$ cat src/rtl/transport_ctrl.sv
// Transport mode sequencer for the voice recorder: turns debounced button
// levels into record/play enables, speed controls and a latched recording length.
module transport_ctrl #(
  parameter int unsigned           ADDR_W   = 18,
  parameter logic [ADDR_W-1:0]     MAX_ADDR = '1,
  parameter int unsigned           NSPEED   = 7
) (
  input  logic              clk,
  input  logic              reset,
  input  logic              btn_play,
  input  logic              btn_record,
  input  logic              btn_stop,
  input  logic              btn_speed,
  input  logic              btn_interp,
  input  logic [ADDR_W-1:0] adc_addr,
  input  logic [ADDR_W-1:0] dac_addr,
  output logic              play,
  output logic              record,
  output logic [3:0]        fast,
  output logic [3:0]        slow,
  output logic              slowmethod,
  output logic [ADDR_W-1:0] rec_end,
  output logic [1:0]        state,
  output logic              done
);

  localparam int unsigned IDX_W = (NSPEED > 1) ? $clog2(NSPEED) : 1;

  typedef enum logic [1:0] {
    S_IDLE   = 2'd0,
    S_RECORD = 2'd1,
    S_PLAY   = 2'd2,
    S_PAUSE  = 2'd3
  } state_t;

  state_t              st, nxt_st;
  logic [4:0]          btn, btn_q, edges;
  logic                play_e, rec_e, stop_e, speed_e, interp_e;
  logic [IDX_W-1:0]    idx, nxt_idx;
  logic [ADDR_W-1:0]   nxt_rec_end;
  logic                nxt_done;
  logic [3:0]          nxt_fast, nxt_slow;

  // Speed table entry as {fast, slow}; never both factors above 1.
  function automatic logic [7:0] speed_entry(input logic [IDX_W-1:0] i);
    logic [7:0] e;
    case (int'(i))
      0:       e = {4'd1, 4'd1};
      1:       e = {4'd2, 4'd1};
      2:       e = {4'd4, 4'd1};
      3:       e = {4'd8, 4'd1};
      4:       e = {4'd1, 4'd2};
      5:       e = {4'd1, 4'd4};
      6:       e = {4'd1, 4'd8};
      default: e = {4'd1, 4'd1};
    endcase
    return e;
  endfunction

  assign btn      = {btn_interp, btn_speed, btn_stop, btn_record, btn_play};
  assign edges    = btn & ~btn_q;
  assign play_e   = edges[0];
  assign rec_e    = edges[1];
  assign stop_e   = edges[2];
  assign speed_e  = edges[3];
  assign interp_e = edges[4];

  always_comb begin
    nxt_st      = st;
    nxt_rec_end = rec_end;
    nxt_done    = 1'b0;
    case (st)
      S_IDLE: begin
        if (stop_e)                          nxt_st = S_IDLE;
        else if (rec_e)                      nxt_st = S_RECORD;
        else if (play_e && rec_end != '0)    nxt_st = S_PLAY;
      end
      S_RECORD: begin
        if (stop_e || rec_e) begin
          nxt_st      = S_IDLE;
          nxt_rec_end = adc_addr;
        end else if (adc_addr == MAX_ADDR) begin
          nxt_st      = S_IDLE;
          nxt_rec_end = MAX_ADDR;
          nxt_done    = 1'b1;
        end
      end
      S_PLAY: begin
        if (stop_e)                  nxt_st = S_IDLE;
        else if (rec_e)              nxt_st = S_RECORD;
        else if (play_e)             nxt_st = S_PAUSE;
        else if (dac_addr >= rec_end) begin
          nxt_st   = S_IDLE;
          nxt_done = 1'b1;
        end
      end
      default: begin
        if (stop_e)        nxt_st = S_IDLE;
        else if (rec_e)    nxt_st = S_RECORD;
        else if (play_e)   nxt_st = S_PLAY;
      end
    endcase
  end

  // Speed advances only while no transfer is running.
  always_comb begin
    nxt_idx = idx;
    if (speed_e && (st == S_IDLE || st == S_PAUSE))
      nxt_idx = (idx == IDX_W'(NSPEED - 1)) ? '0 : idx + 1'b1;
    {nxt_fast, nxt_slow} = speed_entry(nxt_idx);
  end

  always_ff @(posedge clk) begin
    if (reset) begin
      btn_q      <= '1;
      st         <= S_IDLE;
      play       <= 1'b0;
      record     <= 1'b0;
      idx        <= '0;
      fast       <= 4'd1;
      slow       <= 4'd1;
      slowmethod <= 1'b0;
      rec_end    <= '0;
      done       <= 1'b0;
    end else begin
      btn_q      <= btn;
      st         <= nxt_st;
      play       <= (nxt_st == S_PLAY);
      record     <= (nxt_st == S_RECORD);
      idx        <= nxt_idx;
      fast       <= nxt_fast;
      slow       <= nxt_slow;
      rec_end    <= nxt_rec_end;
      done       <= nxt_done;
      if (interp_e)
        slowmethod <= ~slowmethod;
    end
  end

  assign state = st;

endmodule

$ cat config.mk
export PLATFORM = sky130hd
export DESIGN_NAME = transport_ctrl
export DESIGN_NICKNAME = d
export VERILOG_FILES = /design/src/rtl/transport_ctrl.sv
export SDC_FILE = /design/constraint.sdc
export NUM_CORES = 1
export LEC_CHECK = 0
export ABC_AREA = 1
export BUFFER_PORTS_ARGS = -buffer_cell sky130_fd_sc_hd__buf_2
export CORE_AREA = 8 8 77 79
export CTS_BUF_LIST = sky130_fd_sc_hd__clkbuf_8
export CTS_CLUSTER_DIAMETER = 40
export CTS_CLUSTER_SIZE = 14
export DETAILED_ROUTE_END_ITERATION = 10
export DIE_AREA = 0 0 85 87
export GPL_TIMING_DRIVEN = 0
export PLACE_DENSITY = 0.77
export SETUP_SLACK_MARGIN = 0.05
export SYNTH_ARGS = -nofsm -noshare
export SYNTH_HDL_FRONTEND = slang
export SYNTH_SLANG_ARGS = --single-unit
$ cat constraint.sdc
create_clock -name clk -period 2.2 [get_ports clk]
set_input_delay 0.22 -clock clk [delete_from_list [all_inputs] [get_ports clk]]
set_output_delay 0.22 -clock clk [all_outputs]
set_load 0.02 [all_outputs]
==> results of run 1 <==
-- registers in the layout (all words and copies together), names as in the netlist --
| name | count |
|---|---|
| idx | 3 |
| fast | 4 |
| slowmethod | 1 |
| record | 1 |
| rec_end | 18 |
| state | 2 |
| done | 1 |
| btn_q | 5 |
| play | 1 |
| slow | 4 |
-- layer usage --
| layer | vias up | part of all wire [%] | GRT usage, % |
|---|---|---|---|
| li1 | 1098 | - | - |
| met1 | 953 | 41 | 17.44 |
| met2 | 69 | 48 | 28.48 |
| met3 | 10 | 9.5 | 5.849 |
| met4 | 0 | 1.9 | 6.958 |
| met5 | - | 0 | 0 |
-- logic make-up (layout without fill, tap and decap cells) --
group	count (synthesis)	after routing	synth area share, %
and+or+nand+nor	117	117	25.17
buffers and inverters	71	153	12.28
AOI/OAI and AO/OA	40	40	14.60
DFF	40	40	35.40
adders and majority gates	22	22	12.17
xor gates and xnor gates	1	1	0.3872
-- metrics by stage --
step | total power, mW | setup slack, ns | instance area, µm² | instances
2_1_floorplan | 0.9429 | 0.2791 | 2262 | 291
3_3_place_gp | 1.033 | 0.1999 | 2703 | 421
3_5_place_dp | 1.042 | 0.1514 | 2703 | 421
4_1_cts | 1.564 | 0.1097 | 2800 | 429
5_1_grt | 1.632 | 0.002881 | 2816 | 429
6_report | 1.549 | 0.2321 | 2816 | 429
-- area by class of cell --
type,count,area [µm²]
Clock inverter,2,15.01
Clock buffer,6,82.58
Buffer,4,26.28
Multi-Input combinational cell,180,1194
Sequential cell,40,807.0
Timing Repair Buffer,74,370.4
Tap cell,56,70.07
Fill cell,480,2031
Inverter,67,251.5
-- power groups by stage --
| stage | Combinational (mW) | Clock (mW) | Sequential (mW) |
|---|---|---|---|
| 2_1_floorplan | 0.149 | 0 | 0.794 |
| 3_3_place_gp | 0.257 | 0 | 0.776 |
| 3_5_place_dp | 0.264 | 0 | 0.777 |
| 4_1_cts | 0.265 | 0.538 | 0.760 |
| 5_1_grt | 0.302 | 0.565 | 0.764 |
| 6_report | 0.265 | 0.524 | 0.761 |
-- worst max-delay path by stage --
stage | from | endpoint | slack (ns) | depth (start not counted)
final | state[0] | fast[3] | 0.23 | 9
after global routing | rec_end[12] | play | 0.003 | 19
after CTS | state[0] | fast[3] | 0.11 | 9
after detailed placement | state[0] | fast[1] | 0.15 | 10
after global placement | state[0] | fast[3] | 0.20 | 9
after floorplan | state[0] | fast[1] | 0.28 | 10
-- repair_timing --
action,in CTS,in global routing
gates resized for setup,0,7
endpoints found under the hold margin,0,0
buffers inserted,0,0
endpoints found under the setup margin,0,8
-- cells in the final DEF (no fill, tap or decap), drive strengths merged --
cell and count:
inv 67, o221ai 18, o31ai 2, a21o 2, ha 22, and3 1
xor2 1, nand2 64, a31oi 1, a21oi 8, o211ai 1, o21a 2
nand4 3, buf 78, o21ai 6, clkinvlp 2, clkbuf 6, nand3 12
dfxtp 40, nor4 2, or2 3, nor2 27, nor3 5
-- worst max-delay path, delay by kind of cell (launching register included) --
kind | cells | cell delay (ns)
adder cells (fa/ha/maj) | 1 | 0.35
buffers and inverters | 3 | 0.26
flip-flops | 1 | 0.40
AND/OR/NAND/NOR | 4 | 0.68
AO/OA/AOI/OAI | 1 | 0.19
==> run metrics, run 1 <==
Final ANT Viol Nets 0; Worst EP arrival ~2.2 ns; Mapped Area about 2300 µm²; count leader, synth inv_1; sequential share of the synthesized area a little over a third; Synth area leader dfxtp_1; switching power between 0.4 and 0.5 mW; Sw Share 28.60%; DR WL/cell ~13 µm; min-delay src btn_record; Hold WC Path Type input pin to flip-flop; CTS tree yes; Avg Cell Area, Syn around 8 µm²; drt total wl approximately 5700 µm; FF-to-FF path depth 9; I/O Buffers between 70 and 80; All-Layer GR Usage between 15 and 20%; main area contributors after synthesis dfxtp_1 (35%), ha_1 (12%), inv_1 (9.6%); layout cells sized above 1 about a third; flop and latch count out of synthesis 40; worst path cell trace inv_1, ha_1, nor3_4, nand2_1, nand2_1, inv_1, a21oi_2, inv_1, nor3_1; grt ovf 0; syn_nets ~360; Post-Syn Instances between 200 and 300; Finished Core Util 58.11%; Fmax 508.1 MHz; share of the synthesized area in the top cell type 35.40%; Via Count between 2000 and 2500; antenna cells 0; Die Ht between 80 and 90 µm; Final period util just under 90%; Worst Tran Pin Value approximately 0.39 ns; Setup crit start kind flip-flop; Area Growth Syn to Fin 24.50%; Reg clk slew, reported paths approximately 0.08 ns; slowest stage delay, CP about 0.40 ns; Hold EP btn_q[1]; synth cell count leaders inv_1 (58), nand2_1 (53), dfxtp_1 (40); status complete, no violations; first-pass GRT wire length just under 10000 µm; smallest hold slack just over 0.09 ns; Final Hold Vio Count 0; WS Path Type flip-flop to flip-flop; hold buffer count at cts 0; starting density of the core a little under half; Critical Path RT about 2.4 ns; synth unique cells 34; Core Footprint around 4800 µm²; Post-DP HPWL around 4800 µm; Most used DFF post-synth dfxtp_1; die width between 80 and 90 µm; crit-path most repeated cell inv_1; Comb pwr share between 10% and 20%; nets 437; drt first pass iters 4; maximum fanout along the worst path 7; Slew Viols, Final 0; Fin Setup TNS 0 ns; First DRT Iteration DRCs 92; post-route minimum period around 2.0 ns; vias per std cell 4.965; I/O pin cnt between 70 and 80; Final setup violation count 0; Worst Clk Skew 0.008458 ns; initial antenna violation count 0; Clk Tree Root Cell clkbuf_8; RSZ-0062 raised after global routing true; vias in the first global route between 2000 and 2500; Final Wtd Congestion roughly 0.85; Worst R2R Start state[0]; worst-skew pair later-pin latency 0.30 ns; DRC Markers 0; Clock Sinks 40; Crit. End Element flip-flop; largest net degree at the start of global routing 14; Leak around 1.6 nW; PwrDens ~550 nW/µm²; relative slew slack between 70% and 80%; Num CTS Buffers 5; Clk network pwr share 33.8%; hold path depth 3; num rows 26; die area about 7400 µm²; worst IR drop on VDD roughly 0.4 mV; Post-synth EDFFs 0; Reg power frac ~49%; internal power between 1 and 1.5 mW; H-tree Lvls 2; # Max-Cap Violations 0; Clock Tree Buf Depth 2; reg2reg setup slack between 0.2 and 0.25 ns; Synth async-reset ratio 0%; reg-to-reg endpoint fast[3]; CP max-delay cell dfxtp_2; Ys Warns 0
(Power assumes the default switching activity.)
==> run 2, diff against run 1 <==
- CORE_AREA: 8 8 77 79 -> 8 8 79 81
- DIE_AREA: 0 0 85 87 -> 0 0 87 89
- PLACE_DENSITY: 0.77 -> 0.76
- clock period: 2.2 -> 1.8 ns (I/O delays scaled with it)
==> run 2 against run 1 <==
The flow now finishes with violations (negative setup slack). Combinational power is 67% higher. First-iteration DRC count is 5.4% higher. Power is 25% higher. Worst setup slack worse by 0.26 ns. Global-route usage is 0.99 points higher. Worst hold slack worse by 0.026 ns. Cell count is 9.6% higher. Fmax is 7.6% higher. Count of clock-buffer cells in the layout is 1 lower. Flip-flop and latch count stayed put. Clock power is 8.6% higher. Critical path type unchanged. Critical endpoint is now play. Largest power group unchanged.
==> run metrics, run 2 (synthesis gave the netlist of run 1 again) <==
Sw Share 29.27% (+0.68 points); antenna cells 0 (unchanged); Worst EP arrival 2.01 ns (-0.18 ns); Die Ht 89 µm (+2.3%); relative slew slack 70.31% (-3.7 points); I/O Buffers 74 (unchanged); Final setup violation count 2 (+2); Leak 1.762 nW (+13%); post-route minimum period 1.830 ns (-0.1384 ns); WS Path Type flip-flop to flip-flop; Final Wtd Congestion 0.8398 (-1.4%); Critical Path RT 1.98 ns (-0.44 ns); Worst Tran Pin Value 0.4419 ns (+0.05560 ns); internal power 1.368 mW (+24%); Worst Clk Skew 0.01026 ns (+0.001805 ns); Setup crit start kind flip-flop; initial antenna violation count 0 (unchanged); Clock Tree Buf Depth 2 (unchanged); design area 3367 µm² (+20%); Power, Total 1.935 mW (+25%); commonest cells after routing, fill and taps aside buf_2 (77), nand2_1 (44), inv_1 (41), buf_4 (27), inv_2 (23); Comb pwr share 22.8% (+5.7 points); Finished Core Util 67.65% (+9.5 points); Clock Sinks 40 (unchanged); reg2reg setup slack -0.03 ns (-0.26 ns); largest net degree at the start of global routing 14 (unchanged); First DRT Iteration DRCs 97 (+5.4%); first-pass GRT wire length 10790 µm (+9.9%); vias in the first global route 2353 (+8.4%); Final period util 101.6% (+12 points); drt first pass iters 6 (+2); hold path depth 3 (unchanged); status finished with violations; Hold WC Path Type input pin to flip-flop; Clk network pwr share 29.4% (-4.4 points); Num CTS Buffers 5 (unchanged); hold buffer count at cts 0 (unchanged); worst IR drop on VDD 0.5874 mV (+46%); vias per std cell 4.985 (+0.40%); num rows 26 (unchanged); Largest Register rec_end; Post-DP HPWL 4804 µm (+0.64%); setup ws final -0.02955 ns (-0.2616 ns); nets 464 (+6.2%); switching power 0.5664 mW (+28%); All-Layer GR Usage 17.33% (+0.99 points); most common cell after layout, fill and taps aside buf_2; Fmax 546.6 MHz (+7.6%); layout cells sized above 1 56.00% (+21 points); Placement Cell Area 2756 µm² (+2.0%); # Max-Cap Violations 0 (unchanged); starting density of the core 45.45% (-1.2 points); Core Footprint 4977 µm² (+2.7%); H-tree Lvls 2 (unchanged); FF-to-FF path depth 19 (+10); drt total wl 6776 µm (+19%); number of flip-flops under the largest register name 18 (unchanged); # fillers 399 (-17%); DRC Markers 0 (unchanged); Slew Viols, Final 0 (unchanged); grt ovf 0 (unchanged); worst-skew pair later-pin latency 0.29 ns (about the same); PwrDens 574.7 nW/µm² (+4.5%); CTS tree yes; maximum fanout along the worst path 3 (-4); Largest regs rec_end (18), btn_q (5); Final Hold Vio Count 0 (unchanged); die width 87 µm (+2.4%); Multi-input gate area 1495 µm² (+25%); Area Growth Syn to Fin 48.84%; Reg clk slew, reported paths 0.08 ns (about the same); Via Count 2343 (+10%); die area 7743 µm² (+4.7%); failing checks negative setup slack; Clk Tree Root Cell clkbuf_8; Crit. End Element flip-flop; Reg power frac 47.7% (-1.4 points); Final ANT Viol Nets 0 (unchanged); RSZ-0062 raised after global routing true; area occupied by registers 839.6 µm² (+4.0%); I/O pin cnt 75 (unchanged); DR WL/cell 14.42 µm (+9.0%)
==> run 2: cell types whose count changed in the layout (fill, tap and decap cells not counted), sizes merged <==
cell and change:
clkinvlp -2, buf +27, clkbuf -1, inv +2
clkinv +1
==> run 2: through the flow <==
step,setup WS (ns),hold slack [ns],setup TNS [ns],instances
after CTS,-0.01357,0.06459,-0.03379,462
after detailed placement,-0.1092,0.3632,-0.7680,435
after global placement,-0.07656,0.3594,-0.4227,435
after floorplan,0.05203,0.2524,0,291
final,-0.02955,0.06567,-0.04322,470
after global routing,-0.1962,0.08691,-0.8235,470
==> run 2: path summary, 6_finish.rpt <==
| path | to | from |
|---|---|---|
| worst max-delay path | play | rec_end[16] |
| worst min-delay path | btn_q[1] | btn_record |
| worst max register to register | play | rec_end[16] |
| worst min register to register | slowmethod | slowmethod |
==> run 2: worst max-delay path, cell delays in order, from the launching register on <==
cell and delay, ns:
dfxtp_4 0.37, inv_4 0.04, ha_4 0.26, nand2_4 0.05
nor2_4 0.13, nand2_2 0.07, nor2_2 0.08, nand2_1 0.05
nand2_1 0.07, nor2_2 0.05, nand2_2 0.07, nand2_1 0.05
nand2_1 0.06, nand2_1 0.05, nand2_1 0.05, nand2_1 0.04
nand2_1 0.06, nand2_2 0.06, nand2_2 0.07, nor2_1 0.04
==> run 2: final cells by class <==
class | instances | area share, %
clock inverters | 3 | 0.4459
plain buffers | 4 | 0.7804
multi-input cells | 180 | 44.41
repair buffers | 101 | 17.02
clock buffers | 5 | 2.044
well taps | 70 | 2.601
inverters | 67 | 7.767
flip-flops and latches | 40 | 24.93
==> run 2: power groups by stage <==
stage / logic (mW) / registers, mW / clock network [mW]
detailed placement: 0.325 / 0.947 / 0
global placement: 0.313 / 0.947 / 0
global route: 0.487 / 0.926 / 0.627
finish: 0.442 / 0.924 / 0.569
floorplan: 0.182 / 0.967 / 0
CTS: 0.404 / 0.924 / 0.578
==> run 2: layer usage <==
metal | part of all wire, % | wire, µm | vias up | track usage (%)
met1 | 41 | 2793 | 1098 | 19.96
met4 | 0.96 | 65 | 0 | 2.817
li1 | - | - | 1157 | -
met3 | 7.1 | 478 | 8 | 4.779
met5 | 0 | 0 | - | 0
met2 | 51 | 3437 | 80 | 31.58
==> run 2: timing repair <==
item	CTS	global route
setup endpoints to repair	13	15
buffers inserted	19	8
pin swaps	28	11
resized for setup	46	20
